==> src/rtl/window_scan_ctrl.sv <==
// window_scan_ctrl: raster pixel sequencer for the 4x4 windowStorage
// line buffer; drives its write port and flags complete windows.
module window_scan_ctrl #(
  parameter int IMG_W = 64,
  parameter int IMG_H = 64,
  parameter int CW    = $clog2(IMG_W),
  parameter int RW    = $clog2(IMG_H)
) (
  input  logic          clk,
  input  logic          reset,
  input  logic          start,
  input  logic [7:0]    pix_in,
  input  logic          pix_valid,
  output logic          pix_ready,
  output logic [7:0]    ws_data,
  output logic          ws_we,
  output logic          win_valid,
  input  logic          win_ready,
  output logic [CW-1:0] win_col,
  output logic [RW-1:0] win_row,
  output logic          busy,
  output logic          frame_done
);

  typedef enum logic [1:0] {
    IDLE,
    ACTIVE,
    DRAIN
  } state_t;

  localparam logic [CW-1:0] COL_LAST = CW'(IMG_W - 1);
  localparam logic [RW-1:0] ROW_LAST = RW'(IMG_H - 1);
  localparam logic [CW-1:0] COL_3    = CW'(3);
  localparam logic [RW-1:0] ROW_3    = RW'(3);

  state_t        state_q, state_d;
  logic [CW-1:0] col_q, col_d;
  logic [RW-1:0] row_q, row_d;

  logic          s1_valid_q, s1_valid_d;
  logic [7:0]    s1_pix_q, s1_pix_d;
  logic [CW-1:0] s1_col_q, s1_col_d;
  logic [RW-1:0] s1_row_q, s1_row_d;

  logic          win_valid_q, win_valid_d;
  logic [CW-1:0] win_col_q, win_col_d;
  logic [RW-1:0] win_row_q, win_row_d;

  logic accept;
  logic last_pix;
  logic win_hit;

  // A write shifts the storage, so it waits until the held window is taken.
  assign ws_we      = s1_valid_q && (!win_valid_q || win_ready);
  assign ws_data    = s1_pix_q;
  assign pix_ready  = (state_q == ACTIVE) && (!s1_valid_q || ws_we);
  assign accept     = pix_valid && pix_ready;
  assign last_pix   = (col_q == COL_LAST) && (row_q == ROW_LAST);
  assign win_hit    = (s1_col_q >= COL_3) && (s1_row_q >= ROW_3);
  assign busy       = (state_q != IDLE);
  assign frame_done = (state_q == DRAIN) && !s1_valid_q && !win_valid_q;
  assign win_valid  = win_valid_q;
  assign win_col    = win_col_q;
  assign win_row    = win_row_q;

  // Frame sequencing and raster position of the next accepted pixel.
  always_comb begin
    state_d = state_q;
    col_d   = col_q;
    row_d   = row_q;
    unique case (state_q)
      IDLE: begin
        if (start) begin
          state_d = ACTIVE;
          col_d   = '0;
          row_d   = '0;
        end
      end
      ACTIVE: begin
        if (accept) begin
          if (col_q == COL_LAST) begin
            col_d = '0;
            row_d = row_q + 1'b1;
          end else begin
            col_d = col_q + 1'b1;
          end
          if (last_pix) state_d = DRAIN;
        end
      end
      DRAIN: begin
        if (!s1_valid_q && !win_valid_q) state_d = IDLE;
      end
      default: state_d = IDLE;
    endcase
  end

  // Stage 1 holding register and window flag update.
  always_comb begin
    s1_valid_d  = s1_valid_q;
    s1_pix_d    = s1_pix_q;
    s1_col_d    = s1_col_q;
    s1_row_d    = s1_row_q;
    win_valid_d = win_valid_q;
    win_col_d   = win_col_q;
    win_row_d   = win_row_q;
    if (ws_we) s1_valid_d = 1'b0;
    if (accept) begin
      s1_valid_d = 1'b1;
      s1_pix_d   = pix_in;
      s1_col_d   = col_q;
      s1_row_d   = row_q;
    end
    if (ws_we) begin
      win_valid_d = win_hit;
      if (win_hit) begin
        win_col_d = s1_col_q - COL_3;
        win_row_d = s1_row_q - ROW_3;
      end
    end else if (win_ready) begin
      win_valid_d = 1'b0;
    end
  end

  // State registers.
  always_ff @(posedge clk or negedge reset) begin
    if (!reset) begin
      state_q     <= IDLE;
      col_q       <= '0;
      row_q       <= '0;
      s1_valid_q  <= 1'b0;
      s1_pix_q    <= '0;
      s1_col_q    <= '0;
      s1_row_q    <= '0;
      win_valid_q <= 1'b0;
      win_col_q   <= '0;
      win_row_q   <= '0;
    end else begin
      state_q     <= state_d;
      col_q       <= col_d;
      row_q       <= row_d;
      s1_valid_q  <= s1_valid_d;
      s1_pix_q    <= s1_pix_d;
      s1_col_q    <= s1_col_d;
      s1_row_q    <= s1_row_d;
      win_valid_q <= win_valid_d;
      win_col_q   <= win_col_d;
      win_row_q   <= win_row_d;
    end
  end

endmodule

==> config.mk <==
export PLATFORM = sky130hd
export DESIGN_NAME = window_scan_ctrl
export DESIGN_NICKNAME = d
export VERILOG_FILES = /design/src/rtl/window_scan_ctrl.sv
export SDC_FILE = /design/constraint.sdc
export NUM_CORES = 1
export LEC_CHECK = 0
export CAP_MARGIN = 40
export CORE_MARGIN = 2
export CORE_UTILIZATION = 39
export DETAILED_ROUTE_END_ITERATION = 10
export PLACE_DENSITY_LB_ADDON = 0.25
export SLEW_MARGIN = 15
export SYNTH_ARGS = -nofsm -noshare
export SYNTH_HDL_FRONTEND = slang
export SYNTH_SLANG_ARGS = --single-unit
==> constraint.sdc <==
create_clock -name clk -period 2.3 [get_ports clk]
set_input_delay 0.345 -clock clk [delete_from_list [all_inputs] [get_ports clk]]
set_output_delay 0.345 -clock clk [all_outputs]
set_load 0.01 [all_outputs]
Word level (Yosys, flattened, before mapping)
Cells that the tools add are included.

word-level totals
  output and inout port bits = 25
  register bits = 48
  word-level logic and storage cells = 62
  input bits = 13

operators by class
  add/subtract/negate cells = 4
  $lt $le $gt $ge = 2
  reductions and logical operators = 21
  multiplexer cells = 16
  eq/ne operators = 9

operator list
  operator               number
  $mux W6                5
  $pmux W6 S2            2
  $add A6 B1 Y6 const B  2
  $eq A6 B6 Y1 const B   2
  $ge A6 B2 Y1 const B   2
  $sub A6 B2 Y6 const B  2
  $logic_and A1 B1 Y1    8
  $mux W2                4
  $reduce_and A4 Y1      2
  $reduce_bool A2 Y1     4
  $ne A2 B2 Y1 const B   3
  $pmux W2 S3            1
  $mux W1                4
  $ne A2 B1 Y1 const B   2
  $reduce_and A3 Y1      1
  $eq A2 B1 Y1 const B   1
  $eq A2 B2 Y1 const B   1
  $logic_not A1 Y1       2
  $logic_not A2 Y1       1
  $logic_or A1 B1 Y1     2
  $reduce_and A2 Y1      1

Longest topological paths before layout
Gate-level depths: netlist (run 1).

  word-level depth = 8
  mapped depth = 6
  gate-level depth less buffers = 5

Worst setup path after synthesis (run 1)
Ideal clock, no wire load.

  path type = register to register
  start point = reg s1_col_q[0]
  end point = reg win_col_q[1], in the netlist win_col[1]
  setup time = 0.125 ns
  buffers on the path = 1
  period minus slack after synthesis = 1.949 ns
  arrival = 1.824 ns
  stages on the path, launching flop included = 7
  setup slack = 0.351 ns
  required time = 2.175 ns
  cells stage by stage = dfrtp_1 > ha_1 > or3_4 > o311a_4 > o31ai_4 > buf_12 > mux2_4

on the way
  longest elaborated chain between the ends = 3
  elaborated cells between the ends (all ways) = 4
  classes of those cells = add/sub (1); order compare (1); reduce/logical (2)

RTL lines
  element                             line  text
  start: declaration                  42    logic [CW-1:0] s1_col_q, s1_col_d;
  start signal: assignment            143   s1_col_q <= s1_col_d;
  $ge A6 B2 Y1                        59    assign win_hit = (s1_col_q >= COL_3) && (s1_row_q >= ROW_3);
  $logic_and A1 B1 Y1                 59
  $reduce_and A2 Y1 (no source line)  -
  end signal: assignment              146   win_col_q <= win_col_d;
  end: declaration                    46    logic [CW-1:0] win_col_q, win_col_d;

Parallel ways exist; a longest one is shown, timed or not.
A chain may end at the register's enable or synchronous reset.

Worst setup path after layout (run 1)
  start point = reg state_q[0]
  end point = out frame_done

on the way
  longest elaborated chain between the ends = 3

RTL lines
  element                           line  text
  start: declaration                36    state_t state_q, state_d;
  start signal: assignment          138   state_q <= state_d;
  $eq A2 B2 Y1                      61    assign frame_done = (state_q == DRAIN) && !s1_valid_q && !win_valid_q;
  $logic_and A1 B1 Y1 (2 in a row)  61
  end: declaration                  22    output logic frame_done

Every way passes these cells.

==> results of run 1 <==
[registers in the layout (all words and copies together), names as in the netlist]
signal / cells
col_q: 6
row_q: 6
s1_col_q: 6
s1_row_q: 6
s1_valid_q: 1
state_q: 2
win_col: 6
win_row: 6
win_valid: 1
ws_data: 8
[power by group through the flow]
stage,registers [µW],clock network [µW],logic [µW]
finish,1250,522,861
global route,1290,583,945
CTS,1250,548,869
detailed placement,1270,0,866
global placement,1260,0,857
floorplan,1280,0,475
[layout make-up]
class                           instances  share of cell area (%)
Clock buffer                            7                    3.37
Inverter                                7                   0.918
Multi-Input combinational cell        121                    35.1
Sequential cell                        48                    42.0
Tap cell                               72                    3.15
Timing Repair Buffer                   44                    15.5
[how the worst max path moves through the flow]
stage,startpoint,end,depth (start not counted)
floorplan,s1_col_q[0],win_col[1],6
global placement,win_ready,pix_ready,5
detailed placement,s1_row_q[0],win_row[1],4
CTS,s1_row_q[0],win_row[2],4
global route,state_q[0],frame_done,3
finish,state_q[0],frame_done,3
[cell families after synthesis]
family                     Yosys count
DFF                                 48
and+or+nand+nor                     43
AOI/OAI and AO/OA                   35
muxes                               32
buffers and inverters               14
xor gates and xnor gates             7
adders and majority gates            4
[Yosys cell counts]
cell | count | area (µm²)
o311a_4 | 1 | 21.3
a22o_1 | 3 | 26.3
mux2i_1 | 2 | 20.0
nor3b_1 | 2 | 15.0
a21oi_1 | 6 | 30.0
dfrtp_1 | 48 | 1200
a41oi_1 | 2 | 17.5
o21ai_0 | 10 | 50.1
and3_1 | 1 | 6.26
nand4_1 | 1 | 6.26
o31ai_1 | 2 | 15.0
and3b_1 | 1 | 8.76
a32o_1 | 1 | 10.0
or3_1 | 3 | 18.8
nand3b_1 | 1 | 7.51
mux2_2 | 23 | 259
nand2_1 | 6 | 22.5
xor2_1 | 4 | 35.0
or2_2 | 1 | 6.26
o221a_2 | 2 | 22.5
mux2_4 | 7 | 105
and4_1 | 1 | 8.76
nor2b_1 | 1 | 6.26
nand3_1 | 7 | 35.0
or4b_2 | 1 | 10.0
clkbuf_1 | 2 | 7.51
nor3_1 | 1 | 5.00
or4_1 | 1 | 7.51
nand2b_1 | 5 | 31.3
o31a_1 | 1 | 8.76
xnor2_1 | 3 | 26.3
nor4_1 | 1 | 6.26
o31ai_4 | 1 | 21.3
o21a_1 | 1 | 7.51
buf_12 | 1 | 20.0
or3_4 | 1 | 11.3
and2_1 | 2 | 12.5
buf_2 | 4 | 20.0
ha_1 | 4 | 50.1
a22oi_1 | 1 | 7.51
nor2_1 | 6 | 22.5
a31oi_1 | 4 | 25.0
inv_1 | 7 | 26.3
[routing by layer]
| layer | routed length (µm) | share of wire, % | GRT usage, % |
|---|---|---|---|
| met2 | 1920 | 46 | 20.9 |
| met5 | 0 | 0 | 0 |
| met3 | 174 | 4.2 | 3.03 |
| met4 | 56 | 1.3 | 4.58 |
| met1 | 2030 | 49 | 20.1 |
[through the flow]
step	hold slack (ns)	total power (µW)
2_1_floorplan	0.0494	1750
3_3_place_gp	0.372	2120
3_5_place_dp	0.372	2130
4_1_cts	0.0504	2670
5_1_grt	0.0789	2820
6_report	0.0387	2630
==> metrics.cfg, run 1 <==
[outcome]
status = complete, no violations

[critical_path]
cp-end-kind = primary output
cp_top_family = buffers and inverters
crit_buf_inv = 2
r2r-end = win_row[2]
reg2reg_depth = 6
crit_path_top_delay_cell = clkdlybuf4s50_1
critical_path.cell_chain = buf_4 > nor4_1 > clkdlybuf4s50_1
cp_slowest_stage_delay_ns = 0.58
worst_setup_path_start_kind = flip-flop
cp_max_fo = 7
r2r_slack_ns = 0.26
cp.arrival_ns = 1.77
cp.required_ns = 1.96
crit-reg2reg-launch = s1_col_q[0]
path_class = flip-flop to primary output

[detailed_routing]
vias = 1570
wl_per_cell_um = 14.0
finalWirelength_mm = 4.18
drt_iter0_markers = 39
drtPass1Iterations = 4
drc = 0
viasPerCell = 5.25
antenna_left = 0

[clocking]
max-clock-path-buffers = 2
htreeDepth = 2
cts_buffers = 5
cts.sinks = 48
cts_resized = 0
clock-root-buffer = clkbuf_8
cts_hold_buf = 0
cts_tree = yes
worstSkewPairLatency_ns = 0.29
postCtsSetupBuffers = 0
cts.clk_slew.worst_paths_ns = 0.08

[floorplanning]
die_y_um = 80.5
die-area_um2 = 6480
fp.dieW_um = 80.5
num_rows = 27
start_util_pct = 40.9
boundaryPins = 38
core_um2 = 5570

[placement]
place_ws_ns = 0.108
hpwl_mm = 3.07
gp_congestion = 0.793
port_buffers = 37
place_inst = 290
post_dp_cell_area_um2 = 2750

[final_layout]
area_delta_synth_final_pct = 25.5
fin_cells = 299
drive_gt1_share_pct = 22.9
fillers = 516
antennaDiodeCount = 0
fin_nets = 244
layout_commonest_cell = dfrtp_1
register_area_um2 = 1200
design_area_um2 = 2860
utilization_pct = 51.4
layout_common_cells = dfrtp_1 (48), clkdlybuf4s50_1 (36), mux2_2 (23)
multi_input_area_um2 = 1010

[power]
power_density_nw_per_um2 = 920
switching_share_pct = 28.8
p_switching_uw = 759
power.leakage_uw = 0.00122
irDropWorstVdd_uv = 461
power_frac_clock_pct = 19.8
combPwrFrac_pct = 32.7
internal_power_uw = 1880
p_seq_share_pct = 47.5

[sta]
worst_slew_pin_slew_ns = 0.763
fmax_mhz = 472
slew_violations = 0
fin_setup_tns_ns = 0
maxSlewHeadroom_pct = 49.1
min_period_over_period_pct = 92.0
setup_viol = 0
finalWorstSetupSlack_ns = 0.183
clock_skew_ns = 0.00605
rsz0062_at_grt = false
finalHoldViolations = 0
fin_crit_ns = 2.12

[synth]
synth_mux_area_share_pct = 16.8
synth_compound_area_share_pct = 11.5
yosys.area_share.simple_pct = 10.9
yosys.cell_types.count = 43
synth_top_family_by_area = multiplexers
ys_seq_elements = 48
seq_area_frac_synth_pct = 52.7
synth_fa_ha_area_share_pct = 2.19
syn_inst = 183
syn_nets = 200
synth_area_um2 = 2280
ys_warn_count = 0
synthXorXnorAreaFrac_pct = 2.69
syn_avg_cell_area_um2 = 12.5

[min_path]
hp-class = input port to async pin

[grt]
grt_max_degree = 26
grt_first_pass_wirelength_mm = 7.09
gr-total-overflow = 0
grt_pass1_vias = 1474
track_usage_pct = 14.0
antenna_found_initial = 0

[flow_run]
max_cap_viol_count = 0

(Power assumes the default switching activity.)
==> run 2: changes to the inputs <==
--- a/config.mk
+++ b/config.mk
@@ -10,6 +10,7 @@
 export CORE_UTILIZATION = 39
 export DETAILED_ROUTE_END_ITERATION = 10
 export PLACE_DENSITY_LB_ADDON = 0.25
+export REMOVE_ABC_BUFFERS = 1
 export SLEW_MARGIN = 15
 export SYNTH_ARGS = -nofsm -noshare
 export SYNTH_HDL_FRONTEND = slang
==> run 2 against run 1 <==
Against the previous run: sequential cell count is the same; worst hold slack better by 0.45 ns; total power is 0.16% higher; core utilization hardly changed; first-iteration DRC count is 120% higher; sequential power hardly changed; non-clock buffer count increased by 1; register-to-register slack got worse by 0.03 ns.
==> metrics.cfg, run 2 (same netlist as run 1, synthesis figures left out) <==
[clocking]
cts.sinks = 48
htreeDepth = 2
max-clock-path-buffers = 2
worstSkewPairLatency_ns = 0.30
cts_resized = 0
cts_buffers = 5
clock-root-buffer = clkbuf_8
cts.clk_slew.worst_paths_ns = 0.08
cts_tree = yes

[critical_path]
cp_max_fo = 4
reg2reg_depth = 6
critical_path.cell_chain = clkdlybuf4s50_1 > nand2b_1 > nor2_1 > nor2_1 > clkdlybuf4s50_1
cp.required_ns = 1.96
cp-end-kind = primary output
cp_num_cells = 5
crit_buf_inv = 2
cp.arrival_ns = 1.74
cp_slowest_stage_delay_ns = 0.54
r2r-end = win_col[1]
path_class = input port to primary output
crit-reg2reg-launch = s1_col_q[0]
cp_top_family = buffers and inverters
crit_start = win_ready
r2r_slack_ns = 0.23
worst_setup_path_start_kind = input port
cp-endpoint = pix_ready
crit_path_top_delay_cell = clkdlybuf4s50_1

[sta]
finalHoldViolations = 0
worst_slew_pin_slew_ns = 0.654
fin_crit_ns = 2.09
clock_skew_ns = 0.00753
fmax_mhz = 479
fin_setup_tns_ns = 0
rsz0062_at_grt = false
finalWorstSetupSlack_ns = 0.214
slew_violations = 0
min_period_over_period_pct = 90.7
setup_viol = 0
maxSlewHeadroom_pct = 56.4

[floorplanning]
die-area_um2 = 6480
die_y_um = 80.5
num_rows = 27
fp.dieW_um = 80.5
boundaryPins = 38
start_util_pct = 40.9
core_um2 = 5570

[power]
power_density_nw_per_um2 = 922
irDropWorstVdd_uv = 380
finalPower_uw = 2640
p_switching_uw = 784
p_seq_share_pct = 47.3
combPwrFrac_pct = 33.0
power_frac_clock_pct = 19.7
switching_share_pct = 29.7
internal_power_uw = 1850
power.leakage_uw = 0.00122

[final_layout]
design_area_um2 = 2860
multi_input_area_um2 = 1010
layout_common_cells = dfrtp_1 (48), clkdlybuf4s50_1 (36), mux2_2 (23)
fillers = 518
area_delta_synth_final_pct = 25.4
largest_reg_flops = 8
utilization_pct = 51.3
register_area_um2 = 1200
fin_nets = 245
antennaDiodeCount = 0
drive_gt1_share_pct = 23.1
layout_commonest_cell = dfrtp_1

[min_path]
hp-class = input port to async pin

[detailed_routing]
finalWirelength_mm = 4.43
antenna_left = 0
wl_per_cell_um = 14.7
vias = 1552
drc = 0
viasPerCell = 5.16
drt_iter0_markers = 86
drtPass1Iterations = 5

[grt]
grt_max_degree = 22
gr-total-overflow = 0
antenna_found_initial = 0
grt_pass1_vias = 1499
grt_first_pass_wirelength_mm = 7.30
track_usage_pct = 14.8

[placement]
post_dp_cell_area_um2 = 2730
place_ws_ns = 0.0640
gp_congestion = 0.828
hpwl_mm = 3.12
port_buffers = 37

[outcome]
status = complete, no violations

[flow_run]
max_cap_viol_count = 0

==> run 2: changes by cell type in the layout (fill, tap and decap cells not counted) <==
cell	delta
buf_12	-1
buf_4	+1
clkbuf_1	+1
clkbuf_8	-1
clkinvlp_4	+1
dlygate4sd3_1	+1
nor2_1	-1
nor2_2	+1
==> run 2: worst min path at each step <==
stage,depth (start not counted),endpoint,startpoint,slack [ns]
floorplan,0,col_q[0],reset,0.05
global placement,1,win_valid,reset,0.28
detailed placement,1,win_valid,reset,0.28
CTS,2,win_valid,reset,0.49
global route,2,win_row[1],reset,0.52
finish,2,win_valid,reset,0.49
==> run 2: stage by stage <==
step           hold slack [ns]  instances
2_1_floorplan           0.0494        176
3_3_place_gp             0.277        289
3_5_place_dp             0.283        289
4_1_cts                  0.493        298
5_1_grt                  0.515        301
6_report                 0.491        301
==> run 2: area by class of cell <==
class / count / area share [%]
clock buffers: 7 / 3.02
repair buffers: 45 / 15.4
flip-flops and latches: 48 / 42.0
multi-input cells: 121 / 35.3
clock inverters: 1 / 0.262
inverters: 7 / 0.919
well taps: 72 / 3.15
==> run 2: power by group through the flow <==
stage / sequential, µW / clock [µW] / combinational (µW)
2_1_floorplan: 1280 / 0 / 460
3_3_place_gp: 1260 / 0 / 860
3_5_place_dp: 1270 / 0 / 870
4_1_cts: 1250 / 538 / 878
5_1_grt: 1290 / 572 / 951
6_report: 1250 / 520 / 871
==> run 2: worst register-to-register path, stage by stage, from the launching register on <==
cell     delay (ns)
dfrtp_1        0.42
ha_1           0.24
or3_4          0.35
o311a_4        0.35
o31ai_4        0.07
buf_4          0.22
mux2_4         0.31
==> run 2: repair_timing <==
item                                   4_1_cts  5_1_grt
hold buffers                                 1        0
setup endpoints to repair                    0        2
endpoints found under the hold margin       12        0
buffers inserted                             0        3
==> run 2: per-layer routing <==
metal  track usage [%]  share of wire (%)  vias up
li1                  -                  -      759
met1              20.5                 46      756
met2              23.0                 49       32
met3              2.81                4.0        5
met4              5.08                1.1        0
met5                 0                  0        -
==> run 3: changes to the inputs <==
--- a/config.mk
+++ b/config.mk
@@ -9,6 +9,7 @@
 export CORE_MARGIN = 2
 export CORE_UTILIZATION = 39
 export DETAILED_ROUTE_END_ITERATION = 10
+export GPL_TIMING_DRIVEN = 0
 export PLACE_DENSITY_LB_ADDON = 0.25
 export REMOVE_ABC_BUFFERS = 1
 export SLEW_MARGIN = 15
==> run 3 against run 2 <==
Against the previous run: the run now ends with hold timing left; via count increased by 0.32%; clock skew decreased by 0.0041 ns; maximum frequency decreased by 1.8%; worst hold slack worse by 0.49 ns; sequential power barely moved; global-route usage fell by 0.81 points; total power is 0.57% lower; critical path type unchanged.
==> metrics.cfg, run 3 (same netlist as run 1, synthesis figures left out) <==
[min_path]
hp-class = input port to async pin

[critical_path]
worst_setup_path_start_kind = input port
critical_path.cell_chain = clkdlybuf4s50_1 > nand2b_1 > nor2_1 > nor2_1 > clkdlybuf4s50_1
r2r-end = win_col[5]
cp.required_ns = 1.96
cp_slowest_stage_delay_ns = 0.54
cp_max_fo = 4
r2r_slack_ns = 0.23
crit_path_top_delay_cell = clkdlybuf4s50_1
cp_num_cells = 5
reg2reg_depth = 6
cp-endpoint = pix_ready
crit_start = win_ready
cp.arrival_ns = 1.78
crit_buf_inv = 2
cp_top_family = buffers and inverters
cp-end-kind = primary output
crit-reg2reg-launch = s1_col_q[0]
path_class = input port to primary output

[floorplanning]
fp.dieW_um = 80.5
die-area_um2 = 6480
num_rows = 27
boundaryPins = 38
die_y_um = 80.5
start_util_pct = 40.9
core_um2 = 5570

[final_layout]
antennaDiodeCount = 0
layout_commonest_cell = dfrtp_1
layout_common_cells = dfrtp_1 (48), clkdlybuf4s50_1 (36), mux2_2 (23)
fillers = 496
fin_nets = 243
area_delta_synth_final_pct = 25.0
fin_cells = 299
drive_gt1_share_pct = 22.9
largest_reg_flops = 8

[detailed_routing]
drc = 0
vias = 1557
viasPerCell = 5.21
antenna_left = 0
finalWirelength_mm = 4.19
drtPass1Iterations = 4
wl_per_cell_um = 14.0
drt_iter0_markers = 116

[power]
irDropWorstVdd_uv = 394
power.leakage_uw = 0.00121
power_density_nw_per_um2 = 920
finalPower_uw = 2620

[outcome]
status = complete, but fails checks
violations = hold timing

[placement]
place_inst = 287
port_buffers = 37
gp_congestion = 0.835
place_ws_ns = 0.0204
hpwl_mm = 3.03

[sta]
rsz0062_at_grt = false
finalWorstSetupSlack_ns = 0.176
holdWs_ns = -0.00273
fin_crit_ns = 2.12
clock_skew_ns = 0.00340
finalHoldViolations = 6
min_period_over_period_pct = 92.3
worst_slew_pin_slew_ns = 0.754
fmax_mhz = 471
setup_viol = 0
slew_violations = 0
maxSlewHeadroom_pct = 49.7

[clocking]
cts_hold_buf = 0
clock-root-buffer = clkbuf_8
cts_tree = yes
worstSkewPairLatency_ns = 0.29
max-clock-path-buffers = 2
cts_resized = 0
htreeDepth = 2
cts.sinks = 48
postCtsSetupBuffers = 0
cts_buffers = 5
cts.clk_slew.worst_paths_ns = 0.08

[flow_run]
max_cap_viol_count = 0

[grt]
antenna_found_initial = 0
gr-total-overflow = 0
track_usage_pct = 13.9
grt_first_pass_wirelength_mm = 7.11
grt_max_degree = 30
grt_pass1_vias = 1497

## run 3: how the worst min path moves through the flow
stage                     startpoint  depth (start not counted)          end
after floorplan                reset                          0     col_q[0]
after global routing           reset                          1  s1_col_q[1]
after CTS                      reset                          1     col_q[2]
after global placement    ws_data[6]                          1   ws_data[6]
after detailed placement       reset                          1     col_q[2]
final                          reset                          1     col_q[2]
## run 3: per-stage QoR
stage / TNS [ns] / utilization (%) / hold WS (ns) / area (µm²)
2_1_floorplan: 0 / - / 0.0494 / 2230
3_3_place_gp: -42.98 / 48.3 / 0.488 / 2690
3_5_place_dp: 0 / 48.9 / 0.330 / 2730
4_1_cts: 0 / 50.6 / 0.00763 / 2820
5_1_grt: 0 / 51.1 / 0.0154 / 2850
6_report: 0 / 51.1 / -0.00273 / 2850
## run 3: power breakdown
part / switching, µW / leakage (µW) / internal (µW) / total (µW)
sequential: 182 / 0.000566 / 1060 / 1240
clock: 269 / 0.0000445 / 245 / 514
combinational: 319 / 0.000602 / 549 / 868
total: 771 / 0.00121 / 1850 / 2620
## run 3: final cells by class
class	count	area, µm²	area share, %
clock buffer	7	86.3	3.03
timing repair buffer	43	430	15.1
sequential	48	1200	42.1
clock inverter	1	7.51	0.263
multi-input combinational	121	1010	35.4
tap	72	90.1	3.16
inverter	7	26.3	0.922
## run 3: worst register-to-register path, stage by stage (launching register included)
cell	delay, ns
dfrtp_1	0.42
ha_1	0.24
or3_4	0.35
o311a_4	0.35
o31ai_4	0.07
buf_4	0.22
mux2_4	0.31
## run 3: per-layer routing
layer	vias up	track usage [%]	part of all wire, %
met1	770	19.9	48
li1	751	-	-
met4	0	4.07	1.2
met5	-	0	0
met2	31	21.6	47
met3	5	2.70	3.6
